**src/rtl/quad_pkg.sv**
```systemverilog
// Shared types for the QUAD.nibble core: word addresses, instructions and
// the {instr, pc} entry the fetch unit hands to decode.
package quad_pkg;

   localparam int ADDR_W      = 16;
   localparam int INSTR_W     = 16;
   localparam int FETCH_DEPTH = 2;

   typedef logic [ADDR_W-1:0]  addr_t;
   typedef logic [INSTR_W-1:0] instr_t;

   localparam addr_t RESET_PC = 16'h0000;

   typedef struct packed {
      instr_t instr;
      addr_t  pc;
   } fetch_entry_t;

endpackage

```
**src/rtl/fetch_unit_if.sv**
```systemverilog
// Fetch-unit signal bundle: progmem read port, decode handshake and the
// redirect/halt controls. The fetch unit is the master side.
interface fetch_unit_if #(
   parameter int ADDR_W  = quad_pkg::ADDR_W,
   parameter int INSTR_W = quad_pkg::INSTR_W
);

   logic [ADDR_W-1:0]  pm_addr;
   logic [INSTR_W-1:0] pm_rdata;
   logic [INSTR_W-1:0] pm_wdata;
   logic               pm_we;

   logic [INSTR_W-1:0] instr;
   logic [ADDR_W-1:0]  instr_pc;
   logic               instr_valid;
   logic               instr_ready;

   logic               redirect_valid;
   logic [ADDR_W-1:0]  redirect_pc;
   logic               halt;

   modport master (
      output pm_addr, pm_wdata, pm_we, instr, instr_pc, instr_valid,
      input  pm_rdata, instr_ready, redirect_valid, redirect_pc, halt
   );

   modport slave (
      input  pm_addr, pm_wdata, pm_we, instr, instr_pc, instr_valid,
      output pm_rdata, instr_ready, redirect_valid, redirect_pc, halt
   );

endinterface

```
**src/rtl/fetch_fifo.sv**
```systemverilog
// Small synchronous FIFO of fetched {instr, pc} entries with flush.
// The head reads as zero whenever the FIFO is empty.
module fetch_fifo
   import quad_pkg::*;
#(
   parameter int DEPTH = FETCH_DEPTH,
   parameter int CNT_W = $clog2(DEPTH + 1)
) (
   input  logic               clk,
   input  logic               resetn,
   input  logic               flush,
   input  logic               push,
   input  fetch_entry_t       push_data,
   input  logic               pop,
   output fetch_entry_t       head,
   output logic [CNT_W-1:0]   count
);

   localparam int PTR_W = (DEPTH > 1) ? $clog2(DEPTH) : 1;

   fetch_entry_t     mem_q [DEPTH];
   logic [PTR_W-1:0] wr_ptr_q, wr_ptr_d;
   logic [PTR_W-1:0] rd_ptr_q, rd_ptr_d;
   logic [CNT_W-1:0] count_q, count_d;
   logic             push_en;

   function automatic logic [PTR_W-1:0] ptr_inc(input logic [PTR_W-1:0] p);
      return (p == PTR_W'(DEPTH - 1)) ? '0 : p + 1'b1;
   endfunction

   assign push_en = push & ~flush;

   always_comb begin
      // NOTE: every always_comb output gets a default first so no path can infer a latch.
      wr_ptr_d = wr_ptr_q;
      rd_ptr_d = rd_ptr_q;
      count_d  = count_q;
      if (flush) begin
         wr_ptr_d = '0;
         rd_ptr_d = '0;
         count_d  = '0;
      end else begin
         if (push_en) wr_ptr_d = ptr_inc(wr_ptr_q);
         if (pop)     rd_ptr_d = ptr_inc(rd_ptr_q);
         case ({push_en, pop})
            2'b10:   count_d = count_q + 1'b1;
            2'b01:   count_d = count_q - 1'b1;
            default: count_d = count_q;
         endcase
      end
   end

   // NOTE: state flops use non-blocking assignments so every flop samples pre-edge values.
   always_ff @(posedge clk or negedge resetn) begin
      if (!resetn) begin
         wr_ptr_q <= '0;
         rd_ptr_q <= '0;
         count_q  <= '0;
      end else begin
         wr_ptr_q <= wr_ptr_d;
         rd_ptr_q <= rd_ptr_d;
         count_q  <= count_d;
      end
   end

   // NOTE: storage is not reset; stale entries are unreachable because the head is masked by count.
   always_ff @(posedge clk) begin
      if (push_en) mem_q[wr_ptr_q] <= push_data;
   end

   assign head  = (count_q != '0) ? mem_q[rd_ptr_q] : '0;
   assign count = count_q;

endmodule

```
**src/rtl/fetch_unit.sv**
```systemverilog
// Instruction-fetch initiator: issues progmem reads, absorbs the 1-cycle
// read latency and queues {instr, pc} for decode; handles redirect and halt.
module fetch_unit
   import quad_pkg::*;
#(
   parameter int    DEPTH    = FETCH_DEPTH,
   parameter addr_t RESET_PC = quad_pkg::RESET_PC
) (
   input  logic          clk,
   input  logic          resetn,
   fetch_unit_if.master  bus
);

   localparam int CNT_W = $clog2(DEPTH + 1);

   addr_t            fetch_pc_q, fetch_pc_d;
   addr_t            inflight_pc_q, inflight_pc_d;
   logic             in_flight_q, in_flight_d;

   logic [CNT_W-1:0] count;
   logic [CNT_W:0]   occupancy;
   fetch_entry_t     head;
   fetch_entry_t     push_entry;
   logic             instr_valid;
   logic             pop;
   logic             push;
   logic             issue;

   always_comb begin
      instr_valid = (count != '0);
      pop         = instr_valid & bus.instr_ready & ~bus.redirect_valid;
      push        = in_flight_q & ~bus.redirect_valid;
      // Slots already claimed once this cycle's pop retires; the in-flight
      // read must always have a free entry waiting for it.
      occupancy   = {1'b0, count} + (CNT_W+1)'(in_flight_q) - (CNT_W+1)'(pop);
      issue       = ~bus.redirect_valid & ~bus.halt & (occupancy < (CNT_W+1)'(DEPTH));

      fetch_pc_d    = fetch_pc_q;
      inflight_pc_d = inflight_pc_q;
      in_flight_d   = issue;
      if (bus.redirect_valid) begin
         fetch_pc_d = bus.redirect_pc;
      end else if (issue) begin
         fetch_pc_d    = fetch_pc_q + 1'b1;
         inflight_pc_d = fetch_pc_q;
      end

      push_entry = '{instr: bus.pm_rdata, pc: inflight_pc_q};
   end

   always_ff @(posedge clk or negedge resetn) begin
      if (!resetn) begin
         fetch_pc_q    <= RESET_PC;
         inflight_pc_q <= '0;
         in_flight_q   <= 1'b0;
      end else begin
         fetch_pc_q    <= fetch_pc_d;
         inflight_pc_q <= inflight_pc_d;
         in_flight_q   <= in_flight_d;
      end
   end

   fetch_fifo #(.DEPTH(DEPTH), .CNT_W(CNT_W)) u_fifo (
      .clk       (clk),
      .resetn    (resetn),
      .flush     (bus.redirect_valid),
      .push      (push),
      .push_data (push_entry),
      .pop       (pop),
      .head      (head),
      .count     (count)
   );

   assign bus.pm_addr     = fetch_pc_q;
   assign bus.pm_wdata    = '0;
   assign bus.pm_we       = 1'b0;
   assign bus.instr       = head.instr;
   assign bus.instr_pc    = head.pc;
   assign bus.instr_valid = instr_valid;

endmodule
```
**src/flat_wrapper.sv**
```systemverilog
// flat-port wrapper written by rule: the top's interface ports become plain ports
module fetch_unit_flat import quad_pkg::*;
#(
   parameter int    DEPTH    = FETCH_DEPTH,
   parameter addr_t RESET_PC = quad_pkg::RESET_PC
)
  (clk, resetn, bus_pm_addr, bus_pm_wdata, bus_pm_we, bus_instr, bus_instr_pc, bus_instr_valid, bus_pm_rdata, bus_instr_ready, bus_redirect_valid, bus_redirect_pc, bus_halt);
  fetch_unit_if bus_i ();
  input  logic clk;
  input  logic resetn;
  output wire logic [$bits(bus_i.pm_addr)-1:0] bus_pm_addr;
  output wire logic [$bits(bus_i.pm_wdata)-1:0] bus_pm_wdata;
  output wire logic [$bits(bus_i.pm_we)-1:0] bus_pm_we;
  output wire logic [$bits(bus_i.instr)-1:0] bus_instr;
  output wire logic [$bits(bus_i.instr_pc)-1:0] bus_instr_pc;
  output wire logic [$bits(bus_i.instr_valid)-1:0] bus_instr_valid;
  input wire logic [$bits(bus_i.pm_rdata)-1:0] bus_pm_rdata;
  input wire logic [$bits(bus_i.instr_ready)-1:0] bus_instr_ready;
  input wire logic [$bits(bus_i.redirect_valid)-1:0] bus_redirect_valid;
  input wire logic [$bits(bus_i.redirect_pc)-1:0] bus_redirect_pc;
  input wire logic [$bits(bus_i.halt)-1:0] bus_halt;
  assign bus_pm_addr = bus_i.pm_addr;
  assign bus_pm_wdata = bus_i.pm_wdata;
  assign bus_pm_we = bus_i.pm_we;
  assign bus_instr = bus_i.instr;
  assign bus_instr_pc = bus_i.instr_pc;
  assign bus_instr_valid = bus_i.instr_valid;
  assign bus_i.pm_rdata = bus_pm_rdata;
  assign bus_i.instr_ready = bus_instr_ready;
  assign bus_i.redirect_valid = bus_redirect_valid;
  assign bus_i.redirect_pc = bus_redirect_pc;
  assign bus_i.halt = bus_halt;
  fetch_unit #(.DEPTH(DEPTH), .RESET_PC(RESET_PC)) u_core (.clk(clk), .resetn(resetn), .bus(bus_i));
endmodule
```
**config.mk**
```make
export PLATFORM = sky130hd
export DESIGN_NAME = fetch_unit_flat
export DESIGN_NICKNAME = d
export VERILOG_FILES = /design/src/rtl/quad_pkg.sv /design/src/rtl/fetch_unit_if.sv /design/src/rtl/fetch_fifo.sv /design/src/rtl/fetch_unit.sv /design/src/flat_wrapper.sv
export SDC_FILE = /design/constraint.sdc
export NUM_CORES = 1
export LEC_CHECK = 0
export BUFFER_PORTS_ARGS = -buffer_cell sky130_fd_sc_hd__buf_2
export CORE_MARGIN = 5
export CORE_UTILIZATION = 45
export CTS_CLUSTER_DIAMETER = 50
export DETAILED_ROUTE_END_ITERATION = 10
export PLACE_DENSITY = 0.69
export SLEW_MARGIN = 20
export SYNTH_ARGS = -nofsm -noshare
export SYNTH_HDL_FRONTEND = slang
export SYNTH_SLANG_ARGS = --single-unit
```
**constraint.sdc**
```tcl
create_clock -name clk -period 9.55 [get_ports clk]
set_input_delay 0.955 -clock clk [delete_from_list [all_inputs] [get_ports clk]]
set_output_delay 0.955 -clock clk [all_outputs]
set_load 0.1 [all_outputs]
```
# Word-level counts from Yosys, hierarchy flattened
# Memories as Yosys holds them, arrays and structs flattened.
# Index checks and enable logic that the tools add are counted.
totals:
  output_inout_bits: 66
  register_bits: 37
  in_bits: 37
  mem_bits_rw: 64
  mem_count: 1
memory_table:
  columns: ["memory", "depth", "width", "rd", "rd_ports_with_merged_regs", "wr", "line_no", "source"]
  rows:
  - ["u_core.u_fifo.mem_q", 2, 32, 1, 0, 1, "fetch_fifo.sv:21", "fetch_entry_t mem_q [DEPTH];"]
classes:
  n_addsub: 7
  n_lt_le_gt_ge: 1
  eq_ne: 2
  reduce_logical: 6
  n_mux: 13
  bitwise: 8
ops:
  columns: ["op", "n"]
  rows:
  - ["two-way mux 16 bit", 2]
  - ["two-way mux 32 bit", 1]
  - ["adder 16 x 1 -> 16 bit (second input constant)", 1]
  - ["two-way mux 1 bit", 8]
  - ["nonzero test 2 bit", 4]
  - ["AND 1 bit", 6]
  - ["case mux 2 bit (2 select lines)", 1]
  - ["adder 2 x 1 -> 3 bit", 1]
  - ["less-than comparator 3 x 2 -> 1 bit (second input constant)", 1]
  - ["nonzero test 3 bit", 1]
  - ["subtractor 3 x 1 -> 3 bit", 1]
  - ["adder 1 bit (second input constant)", 2]
  - ["adder 2 x 1 -> 2 bit (second input constant)", 1]
  - ["== test 2 x 1 -> 1 bit (second input constant)", 1]
  - ["== test 2 bit (second input constant)", 1]
  - ["two-way mux 2 bit", 1]
  - ["NOT 1 bit", 2]
  - ["AND reduction 2 bit", 1]
  - ["subtractor 2 x 1 -> 2 bit (second input constant)", 1]

# Longest topological paths before layout
logic_depth:
  word_depth: 8
  depth_mapped: 13

# Hierarchy
# Synthesis repeated with hierarchy kept, for this count alone.
unflattened:
  hier_cells: 358
  hier_area_um2: 4443.0
modules_own_cells:
  columns: ["module", "area_each_um2", "n_inst", "seq_area_each_um2", "cells_per_inst"]
  rows:
  - ["fetch_fifo", 2631.3, 1, 2021.9, 155]
  - ["fetch_unit", 1811.7, 1, 825.8, 203]

# Worst setup path after synthesis
# No wires, ideal clock.
synth_path:
  kind: "input -> register"
  startpoint: "input port bus_redirect_valid"
  endpoint: "memory u_core.u_fifo.mem_q[0][0] in the netlist's numbering, enable pin"
  n_path_buf: 2
  setup_time_ns: 0.461
  slack_ns: 5.476
  stages: 3
  arrival_time_ns: 3.613
  t_required_ns: 9.089
  cell_sequence: "clkbuf_1 > clkbuf_1 > nor3_1"
synth_between:
  elab_chain_len: 5
synth_lines:
  columns: ["element", "line_no", "source"]
  rows:
  - ["start: declaration", "flat_wrapper.sv:19", "input wire logic [$bits(bus_i.redirect_valid)-1:0] bus_redirect_valid;"]
  - ["NOT 1 bit (no line) *", null, null]
  - ["AND 1 bit", "fetch_unit.sv:32", "push = in_flight_q & ~bus.redirect_valid;"]
  - ["AND 1 bit *", "fetch_fifo.sv:31", "assign push_en = push & ~flush;"]
  - ["two-way mux 1 bit *", "fetch_fifo.sv:68", "if (push_en) mem_q[wr_ptr_q] <= push_data;"]
  - ["two-way mux 1 bit (not written as such) *", "fetch_fifo.sv:68", null]
  - ["end: declaration", "fetch_fifo.sv:21", null]
# Mark *: on every way between the ends. The rest lies on a longest branch, timed or not.

# Worst setup path in the final report
layout_path:
  startpoint: "register u_core.u_fifo.count_q[1] (netlist: u_core.u_fifo.count[1])"
  endpoint: "register u_core.fetch_pc_q[13] (netlist: u_core.bus.pm_addr[13])"
layout_between:
  elab_chain_len: 7
  elab_cells_between_ends: 8
  classes_between: "add/sub (2); order compare (1); bitwise (3); reduce/logical (2)"
layout_lines:
  columns: ["element", "line_no", "source"]
  rows:
  - ["start: declaration", "fetch_fifo.sv:24", "logic [CNT_W-1:0] count_q, count_d;"]
  - ["start signal: assignment", "fetch_fifo.sv:62", "count_q <= count_d;"]
  - ["nonzero test 2 bit", "fetch_unit.sv:30", "instr_valid = (count != '0);"]
  - ["AND 1 bit (2 in a row)", "fetch_unit.sv:31", "pop = instr_valid & bus.instr_ready & ~bus.redirect_valid;"]
  - ["subtractor 3 x 1 -> 3 bit *", "fetch_unit.sv:35", "occupancy = {1'b0, count} + (CNT_W+1)'(in_flight_q) - (CNT_W+1)'(pop);"]
  - ["less-than comparator 3 x 2 -> 1 bit *", "fetch_unit.sv:36", "issue = ~bus.redirect_valid & ~bus.halt & (occupancy < (CNT_W+1)'(DEPTH));"]
  - ["AND 1 bit *", "fetch_unit.sv:36", null]
  - ["nonzero test 2 bit (no line) *", null, null]
  - ["end signal: assignment", "fetch_unit.sv:57", "fetch_pc_q <= fetch_pc_d;"]
  - ["end: declaration", "fetch_unit.sv:16", "addr_t fetch_pc_q, fetch_pc_d;"]
# Marks and branches as above.
# A chain may end at the register's enable or synchronous reset.

==> qor.txt <==
Outcome: complete, no violations
Commonest non-fill, non-tap cell in the layout: buf_2
Reg-to-reg critical path endpoint: u_core.bus.pm_addr[13]
Peak VDD IR: 0.100 mV
Tot Pwr: 1.05 mW
Layout area overhead: 15.4%
Critical path class: reg -> reg
Sequential share of power: 0.519
Slew @ Worst Pin: 0.979 ns
Max-cap violations: 0
Combinational group share of total power: 0.229
CTS tree: done
Die width: 109 um
Seq cells post-synth: 101
Routed via count: 2749
Post-CTS Setup Repair Bufs: 0
Gr usage total: 0.147
Crit Path Max Fanout: 33
Synth Warn #: 0
Initial antenna violation count: 0
Static Leak: 2.00 nW
Most frequent cells in the layout: buf_2, edfxtp_1, nor2_1
Final cell count without fillers: 550
Hold Path Sink: u_core.u_fifo.mem_q[0][12]
TritonCTS sink count: 101
Post-Place Worst Slack: 5.47 ns
1st-iter DRT viols: 82
Syn_area_per_cell: 13.3 um2
Fin. max-slew vios: 0
Worst path arrival time: 3.99 ns
Wire length of the first global-routing pass: 13400 um
Hold_sp: u_core.inflight_pc_q[12]
Hold Path Class: reg -> reg
Ys async rst share: 0.366
Setup_tns: 0 ns
Synthesized instance count: 330
Hold-fix buffers at CTS: 0
Clock tree root buffer cell: clkbuf_8
R2r setup slk: 5.79 ns
Final setup margin: 5.79 ns
Clk_lat worst skew: 0.36 ns
Die Area: 11800 um2
Largest net degree at the start of global routing: 43
# rows: 36
Final hold vios: 0
Vias in the first global route: 2722
Nets: 452
Cell variety after synth: 42
Net switching power: 0.366 mW
Final min period: 3.76 ns
Antenna diodes: 0
Clock power share: 0.251
Hpwl dp: 5610 um
Total iterations of the first detailed-routing run: 4
Pwr dens: 208 nW/um2
TritonCTS buffer count: 9
Crit. End Element: register
Max Fclk: 266 MHz
CTS resizes: 0
Hold Path Stages: 0
Synth area leader: edfxtp_1
Residual DRC: 0
Boundary Pins: 103
Most used DFF post-synth: edfxtp_1
Utilization after layout: 0.524
CTS H-tree depth: 3
Post-synth EDFFs: 64
Normalized max-slew margin: 0.347
Seq/Total Area, Yosys: 0.651
Crit Reg-Reg Startpoint: u_core.u_fifo.count[1]
Final WL: 8410 um
Internal: 0.683 mW
Worst clock skew: 0.00947 ns
Detail-routed via count per cell: 5.00
Worst Setup Start Kind: register
Starting Density: 0.454
Post-route ant nets: 0
Clk pin slew, worst setup/hold paths: 0.09 ns
Top cells by area, synth: edfxtp_1, dfrtp_1, mux2i_1
Core area: 9640 um2
Layout cell share with drive strength beyond 1: 0.295
Tcrit/Tclk final: 0.394
GRT overflow: 0
Synth top area share: 0.439
Cells after DPL: 534
Max clock buf depth: 2
WL per Instance: 15.3 um
RD Place Congestion: 0.787
Die Y: 109 um
RSZ-0062 raised after global routing: false
Switching Share: 0.349
Synth Cell Area: 4380 um2
Worst Reg-to-Reg Cells: 12
Worst Path Required: 9.78 ns
Port bufs: 85
Final setup violation count: 0
-- worst max path at each step --
stage | from | cells after the start | end
final | u_core.u_fifo.count[1] | 12 | u_core.bus.pm_addr[13]
after CTS | u_core.u_fifo.count[1] | 12 | u_core.bus.pm_addr[13]
after global routing | u_core.u_fifo.count[1] | 12 | u_core.bus.pm_addr[13]
after floorplan | bus_redirect_valid | 3 | u_core.u_fifo.mem_q[0][0]
after detailed placement | bus_redirect_valid | 9 | u_core.bus.pm_addr[13]
after global placement | bus_redirect_valid | 9 | u_core.bus.pm_addr[11]
-- state kept, by name (all words and copies together) (netlist names) --
name,flops
u_core.u_fifo.mem_q,64
u_core.bus.pm_addr,16
u_core.inflight_pc_q,16
u_core.u_fifo.count,2
u_core.in_flight_q,1
u_core.u_fifo.rd_ptr_q,1
u_core.u_fifo.wr_ptr_q,1
-- power groups by stage --
| stage | clock network [mW] | registers [mW] | logic (mW) |
|---|---|---|---|
| detailed placement | 0 | 0.555 | 0.242 |
| CTS | 0.272 | 0.545 | 0.243 |
| global placement | 0 | 0.552 | 0.239 |
| global route | 0.289 | 0.551 | 0.254 |
| finish | 0.264 | 0.545 | 0.241 |
| floorplan | 0 | 0.598 | 0.155 |
-- metal layers --
metal	track usage	share of wire	vias to the layer above
met5	0	0	-
met1	0.198	0.44	1315
li1	-	-	1319
met2	0.241	0.48	99
met3	0.0219	0.064	16
met4	0.0622	0.015	0
-- cell type report --
class / count / area (um2)
Inverter: 7 / 26.3
Multi-Input combinational cell: 206 / 1380
Timing Repair Buffer: 87 / 440
Tap cell: 133 / 166
Sequential cell: 101 / 2850
Fill cell: 875 / 4590
Clock inverter: 6 / 62.6
Clock buffer: 10 / 128
-- synth_stat cells (all sizes together), types with 3 or more instances --
| cell type | count |
|---|---|
| buf | 20 |
| mux2 | 14 |
| nor2 | 40 |
| o311ai | 3 |
| nor2b | 4 |
| nand4 | 3 |
| dfrtp | 37 |
| o21ai | 14 |
| clkbuf | 12 |
| inv | 7 |
| nand3 | 9 |
| a22oi | 3 |
| mux2i | 37 |
| nor4 | 6 |
| nand2 | 20 |
| nor3 | 3 |
| edfxtp | 64 |
| xnor2 | 8 |
-- critical path: stages, from the launching register on --
cell and delay [ns]:
dfrtp_1 0.49, nor2_2 0.13, buf_4 0.35, inv_1 0.11, nand2_1 0.15, nor2_1 0.06
ha_1 0.29, nand2b_1 0.15, fa_1 0.50, or3b_1 0.36, or4_4 0.55, o311ai_0 0.31
o311ai_1 0.16
-- logic make-up after synthesis --
| logic type | synth area share |
|---|---|
| AOI/OAI and AO/OA | 0.0380 |
| xor gates and xnor gates | 0.0200 |
| adders and majority gates | 0.0103 |
| buffers and inverters | 0.0497 |
| DFF | 0.651 |
| muxes | 0.121 |
| other | 0.000857 |
| and+or+nand+nor | 0.110 |
-- metrics by stage --
step                area (um2)  hold slack [ns]
floorplan                 4440            0.437
global placement          4860            0.447
detailed placement        4860            0.456
CTS                       5050            0.469
global route              5050            0.495
finish                    5050            0.476
(Power assumes the default switching activity.)
